## config.mk

```make
export PLATFORM = sky130hd
export DESIGN_NAME = fwd_hazard_unit
export DESIGN_NICKNAME = d
export VERILOG_FILES = /design/src/rtl/fwd_pkg.sv /design/src/rtl/fwd_sel_prio.sv /design/src/rtl/fwd_hazard_unit.sv
export SDC_FILE = /design/constraint.sdc
export NUM_CORES = 1
export LEC_CHECK = 0
export ABC_AREA = 1
export ABC_CLOCK_PERIOD_IN_PS = 2600
export CAP_MARGIN = 30
export CORE_MARGIN = 3
export CORE_UTILIZATION = 45
export CTS_CLUSTER_DIAMETER = 200
export DETAILED_ROUTE_END_ITERATION = 7
export PLACE_DENSITY = 0.89
export RECOVER_POWER = 50
export REMOVE_ABC_BUFFERS = 1
export SYNTH_ARGS = -nofsm -noshare
export SYNTH_HDL_FRONTEND = slang
export SYNTH_SLANG_ARGS = --single-unit
export TNS_END_PERCENT = 5
```

## constraint.sdc

```tcl
create_clock -name clk -period 2.6 [get_ports clk]
set_input_delay 0.39 -clock clk [delete_from_list [all_inputs] [get_ports clk]]
set_output_delay 0.39 -clock clk [all_outputs]
set_load 0.02 [all_outputs]
```

## src/rtl/fwd_pkg.sv

```systemverilog
// Shared definitions for the EX-stage operand bypass / interlock unit.
package fwd_pkg;

  localparam int REG_IDX_W = 5;

  typedef enum logic [0:0] {
    RUN  = 1'b0,
    WAIT = 1'b1
  } fsm_state_e;

  // Operand source: producer stage number, shadow register, or register file.
  typedef logic [3:0] src_sel_t;
  localparam src_sel_t SRC_STG0   = 4'h0;
  localparam src_sel_t SRC_SHADOW = 4'hE;
  localparam src_sel_t SRC_RF     = 4'hF;

  function automatic src_sel_t src_stg(input int k);
    return src_sel_t'(k);
  endfunction

endpackage

```

## src/rtl/fwd_sel_prio.sv

```systemverilog
// Per-operand youngest-first match across producer stages, shadow and RF fallback.
module fwd_sel_prio
  import fwd_pkg::*;
#(
  parameter int XLEN = 32,
  parameter int NSTG = 2
) (
  input  logic [REG_IDX_W-1:0]      rs_idx,
  input  logic                      rs_en,
  input  logic [XLEN-1:0]           rs_data,
  input  logic [NSTG*REG_IDX_W-1:0] stg_rd_idx,
  input  logic [NSTG-1:0]           stg_rd_en,
  input  logic [NSTG-1:0]           stg_rd_rdy,
  input  logic [NSTG*XLEN-1:0]      stg_rd_data,
  input  logic                      sh_valid,
  input  logic [REG_IDX_W-1:0]      sh_idx,
  input  logic [XLEN-1:0]           sh_data,
  output logic [XLEN-1:0]           op,
  output logic                      hazard,
  output src_sel_t                  src_sel
);

  logic [NSTG-1:0] match;
  logic            found;
  logic            win_rdy;
  logic [XLEN-1:0] win_data;
  src_sel_t        win_sel;

  always_comb begin
    for (int k = 0; k < NSTG; k++) begin
      match[k] = rs_en & stg_rd_en[k] & (rs_idx != '0) &
                 (rs_idx == stg_rd_idx[k*REG_IDX_W +: REG_IDX_W]);
    end
  end

  // Scan oldest to youngest so the youngest match overwrites; only one stage is ever selected.
  always_comb begin
    found    = 1'b0;
    win_rdy  = 1'b0;
    win_data = '0;
    win_sel  = SRC_RF;
    for (int k = NSTG - 1; k >= 0; k--) begin
      if (match[k]) begin
        found    = 1'b1;
        win_rdy  = stg_rd_rdy[k];
        win_data = stg_rd_data[k*XLEN +: XLEN];
        win_sel  = src_stg(k);
      end
    end

    op      = rs_data;
    hazard  = 1'b0;
    src_sel = SRC_RF;
    if (found) begin
      src_sel = win_sel;
      if (win_rdy) begin
        op = win_data;
      end else begin
        hazard = 1'b1;
      end
    end else if (rs_en && sh_valid && (sh_idx == rs_idx)) begin
      op      = sh_data;
      src_sel = SRC_SHADOW;
    end
  end

endmodule

```

## src/rtl/fwd_hazard_unit.sv

```systemverilog
// Operand bypass, load-use interlock FSM, write-back shadow register and stall statistics.
module fwd_hazard_unit
  import fwd_pkg::*;
#(
  parameter int XLEN     = 32,
  parameter int NSRC     = 2,
  parameter int NSTG     = 2,
  parameter int MAX_WAIT = 4
) (
  input  logic                      clk,
  input  logic                      rst,
  input  logic [NSRC*REG_IDX_W-1:0] ex_rs_idx,
  input  logic [NSRC-1:0]           ex_rs_en,
  input  logic [NSRC*XLEN-1:0]      ex_rs_data,
  input  logic [NSTG*REG_IDX_W-1:0] stg_rd_idx,
  input  logic [NSTG-1:0]           stg_rd_en,
  input  logic [NSTG-1:0]           stg_rd_rdy,
  input  logic [NSTG*XLEN-1:0]      stg_rd_data,
  output logic [NSRC*XLEN-1:0]      op_rs,
  output logic                      stall,
  output logic                      err_timeout,
  output logic [31:0]               stall_cnt
);

  localparam logic [0:0] ST_RUN  = RUN;
  localparam logic [0:0] ST_WAIT = WAIT;
  localparam int         WCW     = $clog2(MAX_WAIT + 1);
  localparam logic [WCW-1:0] WAIT_MAX = WCW'(MAX_WAIT);
  localparam int         OLD     = NSTG - 1;

  logic                 sh_valid_q, sh_valid_d;
  logic [REG_IDX_W-1:0] sh_idx_q, sh_idx_d;
  logic [XLEN-1:0]      sh_data_q, sh_data_d;
  logic [0:0]           state_q, state_d;
  logic [WCW-1:0]       wait_cnt_q, wait_cnt_d;
  logic                 err_q, err_d;
  logic [31:0]          stall_cnt_q, stall_cnt_d;
  logic [NSRC-1:0]      hazard;
  src_sel_t             src_sel [NSRC];

  // The oldest stage is the register-file writer; hold its write for one cycle.
  always_comb begin
    sh_idx_d   = stg_rd_idx[OLD*REG_IDX_W +: REG_IDX_W];
    sh_data_d  = stg_rd_data[OLD*XLEN +: XLEN];
    sh_valid_d = stg_rd_en[OLD] & stg_rd_rdy[OLD] & (sh_idx_d != '0);
  end

  generate
    for (genvar gi = 0; gi < NSRC; gi++) begin : g_src
      fwd_sel_prio #(
        .XLEN (XLEN),
        .NSTG (NSTG)
      ) u_sel (
        .rs_idx      (ex_rs_idx[gi*REG_IDX_W +: REG_IDX_W]),
        .rs_en       (ex_rs_en[gi]),
        .rs_data     (ex_rs_data[gi*XLEN +: XLEN]),
        .stg_rd_idx  (stg_rd_idx),
        .stg_rd_en   (stg_rd_en),
        .stg_rd_rdy  (stg_rd_rdy),
        .stg_rd_data (stg_rd_data),
        .sh_valid    (sh_valid_q),
        .sh_idx      (sh_idx_q),
        .sh_data     (sh_data_q),
        .op          (op_rs[gi*XLEN +: XLEN]),
        .hazard      (hazard[gi]),
        .src_sel     (src_sel[gi])
      );

      always_comb begin
        assert (!hazard[gi] || (src_sel[gi] < src_stg(NSTG)));
      end
    end
  endgenerate

  assign stall       = |hazard;
  assign err_timeout = err_q;
  assign stall_cnt   = stall_cnt_q;

  always_comb begin
    state_d    = state_q;
    wait_cnt_d = wait_cnt_q;
    case (state_q)
      ST_RUN: begin
        if (stall) begin
          state_d    = ST_WAIT;
          wait_cnt_d = WCW'(1);
        end
      end
      default: begin
        if (stall) begin
          if (wait_cnt_q != WAIT_MAX) wait_cnt_d = wait_cnt_q + WCW'(1);
        end else begin
          state_d    = ST_RUN;
          wait_cnt_d = '0;
        end
      end
    endcase
    err_d       = err_q | (stall & (wait_cnt_d == WAIT_MAX));
    stall_cnt_d = (stall && (stall_cnt_q != 32'hFFFF_FFFF)) ? stall_cnt_q + 32'd1 : stall_cnt_q;
  end

  always_ff @(posedge clk) begin
    if (rst) begin
      sh_valid_q  <= 1'b0;
      sh_idx_q    <= '0;
      sh_data_q   <= '0;
      state_q     <= ST_RUN;
      wait_cnt_q  <= '0;
      err_q       <= 1'b0;
      stall_cnt_q <= '0;
    end else begin
      sh_valid_q  <= sh_valid_d;
      sh_idx_q    <= sh_idx_d;
      sh_data_q   <= sh_data_d;
      state_q     <= state_d;
      wait_cnt_q  <= wait_cnt_d;
      err_q       <= err_d;
      stall_cnt_q <= stall_cnt_d;
    end
  end

endmodule

```

## Yosys cells after proc, flatten, opt, wreduce, memory -nomap -nowiden

Cells that the tools add are included.
Widths: inputs -> output; s select.

- Register bits after elaboration: 75
- Input port bits: 156
- Word-level logic and storage cells: 70

- Add/subtract/negate cells: 2
- Equal/unequal tests: 9
- Muxes and demuxes: 27
- Bitwise gates (word level): 16
- Reduce and logical (&&, ||, !) cells: 9

Operators by type and width:

| kind | number |
|---|---|
| $mux 32 | 10 |
| $add 32x1->32 const B | 1 |
| $ne 32x32->1 const B | 1 |
| $eq 5x5->1 | 6 |
| $and 1x1->1 | 15 |
| $reduce_bool 5->1 | 3 |
| $mux 1 | 13 |
| $mux 3 | 4 |
| $logic_and 1x1->1 | 5 |
| $add 3x1->3 const B | 1 |
| $eq 3x3->1 const B | 1 |
| $ne 3x3->1 const B | 1 |
| $reduce_or 2->1 | 1 |
| $or 1x1->1 | 1 |

## Depth between registers and ports, before layout

- Word-level depth: 13
- Depth in mapped cells: 16
- Depth with buffers taken out: 16

## Modules after synthesis

A second synthesis with hierarchy kept.

- Cell total of the unflattened synthesis: 1376
- Area total of the unflattened synthesis: 7639.8 sq um

Modules (own cells, without submodules):

| module | times used | cells an instance | area an instance (sq um) |
|---|---|---|---|
| fwd_sel_prio | 2 | 442 | 2068.2 |
| fwd_hazard_unit | 1 | 492 | 3503.4 |

## Worst setup path before layout

OpenSTA, ideal clock, no wires.

- Kind: input to output
- From: input ex_rs_idx[0]
- To: output op_rs[31]
- Arrival: 1.922 ns
- Data required time: 2.210 ns
- Path slack: 0.288 ns
- Stages: 11
- Buffers on the path: 2
- Path through: nor2_1 nand4_1 nand2_2 nor2_4 inv_2 nand2_8 inv_1 buf_4 buf_4 o21ai_0 o21ai_0

- Word-level cells in the longest chain between the ends: 7

Ends and longest elaborated chain:

| item | line | RTL |
|---|---|---|
| start, declared | fwd_hazard_unit.sv:12 | `input logic [NSRC*REG_IDX_W-1:0] ex_rs_idx,` |
| $reduce_bool 5->1 | fwd_sel_prio.sv:31 | `match[k] = rs_en & stg_rd_en[k] & (rs_idx != '0) &` |
| $and 1x1->1 (2 in a row) | fwd_sel_prio.sv:31 |  |
| $mux 32 / $mux 1 (equally long branches) (2 in a row) | fwd_sel_prio.sv:43 | `if (match[k]) begin` |
| $mux 32 | fwd_sel_prio.sv:56 | `if (win_rdy) begin` |
| $mux 32 (*) | fwd_sel_prio.sv:54 | `if (found) begin` |
| end, declared | fwd_hazard_unit.sv:19 | `output logic [NSRC*XLEN-1:0] op_rs,` |

Every way passes the cells marked *; elsewhere a longest branch is shown, timed or not.

## Final worst setup path

- From: input stg_rd_idx[3]
- To: output op_rs[39]

- Word-level cells in the longest chain between the ends: 5

Ends and longest elaborated chain:

| item | line | RTL |
|---|---|---|
| start, declared | fwd_hazard_unit.sv:15 | `input logic [NSTG*REG_IDX_W-1:0] stg_rd_idx,` |
| $eq 5x5->1 (*) | fwd_sel_prio.sv:32 | `(rs_idx == stg_rd_idx[k*REG_IDX_W +: REG_IDX_W]);` |
| $and 1x1->1 (*) | fwd_sel_prio.sv:31 |  |
| $mux 32 / $mux 1 (equally long branches) | fwd_sel_prio.sv:43 |  |
| $mux 32 | fwd_sel_prio.sv:56 |  |
| $mux 32 (*) | fwd_sel_prio.sv:54 |  |

Marks and branches as above.

==> run metrics <==
Slew @ Worst Pin=approximately 1.6 ns; routed len/inst=between 20 and 25 um; metal2 WL=between 10000 and 15000 um; Fin. Hold Viols=0; GRT Util Overall=35.0%; first-pass GRT wire length=between 40000 and 50000 um; worst setup path class=in2out; num rows=43; Placed Cells=1572; Skew-Pair Late Insertion Delay=roughly 0.36 ns; RR Startpoint=stall_cnt[1]$_SDFFE_PP0P_; worst hold start=stg_rd_en[1]; Top Metal Used=met5; critical path's top delay family=buffers and inverters; Worst Path Buf+Inv=6; core box area=13900 um^2; minimum hold slack=about 0.35 ns; Max-slew headroom=-4.11%; largest cells by area after synthesis=dfxtp_1 23%, o21ai_0 18%, nand2_1 12%, nor2_1 8.4%, a21oi_1 6.7%; Max FO, Critical Path=7; mapped cell area=about 6500 um^2; die height=126 um; count leader, synth=o21ai_0; # DRC=4; Root Driver=clkbuf_16; hpwl dp=around 21000 um; delay of the slowest critical-path stage=~0.25 ns; I/O Pins=around 250; compound-gate portion of the synthesized area=approximately a third; Max Root-Sink Buffers=2; FF-to-FF setup slack=0.42 ns; worst clock skew=about 0.016 ns; DRT met1 WL=roughly 11000 um; Finished Layout Cells=1622; # H-tree levels=3; minimum clock period=~2.7 ns; Pwr per Cell Area=between 300 and 400 nW/um^2; Critical Path Start Type=input port; #FFs+latches synth=75; placed cell area=around 9900 um^2; Post-synth top cells=230 x o21ai_0, 199 x nand2_1, 144 x nor2_1; PortBufs=between 200 and 300; clk slew on worst S/H paths=around 0.06 ns; Initial DRC Count=approximately 1600; area leader, netlist=dfxtp_1; VDD IR-drop max=just over 0.3 mV; multi-input combinational cell area=between 4000 and 5000 um^2; Synth Area in XOR/XNOR=between 3 and 4%; Reg area=between 1500 and 2000 um^2; Mean Syn Cell Area=~6 um^2; number of synthesized flops with an enable pin=0; Worst Reg-to-Reg Cells=12; Yosys cell types=40; fin crit share=104%; vias per cell=roughly 6.2; CTS buffer count=9; min setup slack post-route=-0.115 ns; DRT Pass-1 Iters=8; CP Data Arrival Time=about 2.3 ns; Clock Sinks=75; critical-path cell list=clkbuf_2, buf_4, nand2_2, nand2_2, nor2_4, nand3_4, buf_12, clkbuf_2, buf_4, o21ai_0, a21oi_2, o21ai_0, o21ai_1, buf_4; Final Max Slew Viols=58; status=finished, violations left; total leakage power=0.00470 uW; fill count=963; sequential share of the synthesized area=a little under a quarter; Overflow after GRT=0; vias in the first global route=about 9000; Post-Synth Adder-Cell Area=less than 1%; HP Class=in2reg; Die ar.=between 15000 and 20000 um^2; Crit path required time=approximately 2.2 ns; antenna violations before repair=4; f_max=368 MHz; design area=10900 um^2; CTS tree=yes; ys flop type=dfxtp_1; Initial Util=46.3%; Die W=~130 um; Top cell by count, worst path=buf_4; RSZ-0062 raised after global routing=true; Place WS=-0.919 ns; CP max-delay cell=o21ai_0; via count=between 10000 and 15000; met3 wire len=4030 um; Yosys warning count=0; max-cap viol count=1; layout cell share with drive strength beyond 1=between 20% and 30%; capture point of the worst reg-to-reg path=stall_cnt[22]$_SDFFE_PP0P_; largest net degree at the start of global routing=58; failing checks=design-rule violations, max-capacitance violations, max-slew violations, negative setup slack; Endpoint, Worst Hold=sh_valid_q$_SDFF_PP0_; Power, Total=around 3500 uW; Nets=1597; Mapped Cells=around 1100; Crit. End Element=output pin; final setup vio count=11; Antenna Nets Post-Route=0; fraction of synthesized area in multiplexers=0%; main combinational cell family by area after synthesis=compound AO/OA/AOI/OAI gates; routability congestion estimate=1.00; Post-Route WL=between 30000 and 40000 um; ANT cells=0; Area Overhead vs Synth=68.1%; WHS Path Cells=3; fraction of registers with async set/reset=0%; post-synthesis simple-gate area fraction=around 29%; post-synth top area share=between 20% and 30%
sequential cells by signal (all words and copies together), names as in the netlist:
name         flops
sh_idx_q         5
err_timeout      1
wait_cnt_q       3
state_q          1
sh_valid_q       1
stall_cnt       32
sh_data_q       32
through the flow:
stage / util (%) / TNS (ns)
6_report: 77.9 / -0.407
5_1_grt: 77.9 / -1.81
4_1_cts: 74.0 / -0.198
3_5_place_dp: 71.0 / -56.01
3_3_place_gp: 71.0 / -54.12
2_1_floorplan: - / -44.75
power by group:
group          switching (uW)  internal, uW
clock                     528           718
combinational             557           494
sequential               23.1          1180
worst min-delay path, cell delays in order:
cell	delay, ns
clkbuf_2	0.11
o2111ai_1	0.11
inv_1	0.04
layout by cell type, fill, tap and decap left out, types with 5 or more instances in the layout:
master | Yosys | final
nor2_2 | 4 | 5
nor2_4 | 1 | 9
nand2_1 | 199 | 172
nor4_1 | 6 | 6
a21oi_1 | 87 | 72
dlygate4sd3_1 | 0 | 34
nor2_1 | 144 | 135
clkbuf_16 | 0 | 14
buf_4 | 5 | 139
inv_1 | 92 | 80
clkdlybuf4s50_1 | 0 | 129
o21ai_0 | 230 | 104
nand2_4 | 3 | 6
nand2_2 | 23 | 46
buf_2 | 10 | 21
dfxtp_1 | 75 | 75
buf_6 | 0 | 28
buf_12 | 2 | 17
nand3_1 | 14 | 11
clkbuf_2 | 0 | 14
inv_2 | 12 | 20
xnor2_1 | 6 | 6
nand4_1 | 14 | 14
o211ai_1 | 13 | 13
xor2_1 | 19 | 19
nor3_1 | 19 | 17
o21ai_2 | 1 | 37
clkbuf_1 | 45 | 5
o21ai_1 | 15 | 104
a21oi_2 | 19 | 33
o22ai_1 | 10 | 7
a32oi_1 | 10 | 8
logic make-up after synthesis:
kind of cell,Yosys count
simple gates,435
buf+inv,170
xor+xnor,25
flops,75
compound gates,388
fa+ha+maj,3
routing by layer:
layer | vias up | GRT usage (%)
met2 | 879 | 58.7
met4 | 6 | 17.8
li1 | 4381 | -
met5 | - | 0
met3 | 314 | 8.57
met1 | 4472 | 41.5
area by class of cell:
type / count / area share, %
multi-input combinational: 852 / 43.5
sequential: 75 / 13.8
clock inverter: 2 / 0.0922
inverter: 105 / 3.81
tap: 180 / 2.07
timing repair buffer: 395 / 34.2
clock buffer: 13 / 2.49
what timing repair did:
item / CTS / global route
setup buffers: 11 / 20
cloned: 4 / 6
resized for setup: 499 / 237
hold buffers: 0 / 0
endpoints found under the setup margin: 65 / 65
endpoints found under the hold margin: 0 / 0
pin swaps: 35 / 60
how the worst max path moves through the flow:
| stage | startpoint | to | slack (ns) | cells after the start |
|---|---|---|---|---|
| global placement | ex_rs_idx[9] | op_rs[48] | -0.92 | 13 |
| floorplan | ex_rs_idx[5] | op_rs[32] | -1.02 | 11 |
| global route | ex_rs_en[0] | op_rs[0] | -0.17 | 17 |
| detailed placement | ex_rs_idx[9] | op_rs[48] | -0.92 | 13 |
| finish | stg_rd_idx[3] | op_rs[39] | -0.11 | 14 |
| CTS | ex_rs_idx[2] | op_rs[15] | -0.03 | 15 |
Power figures use the tool's default switching activity.
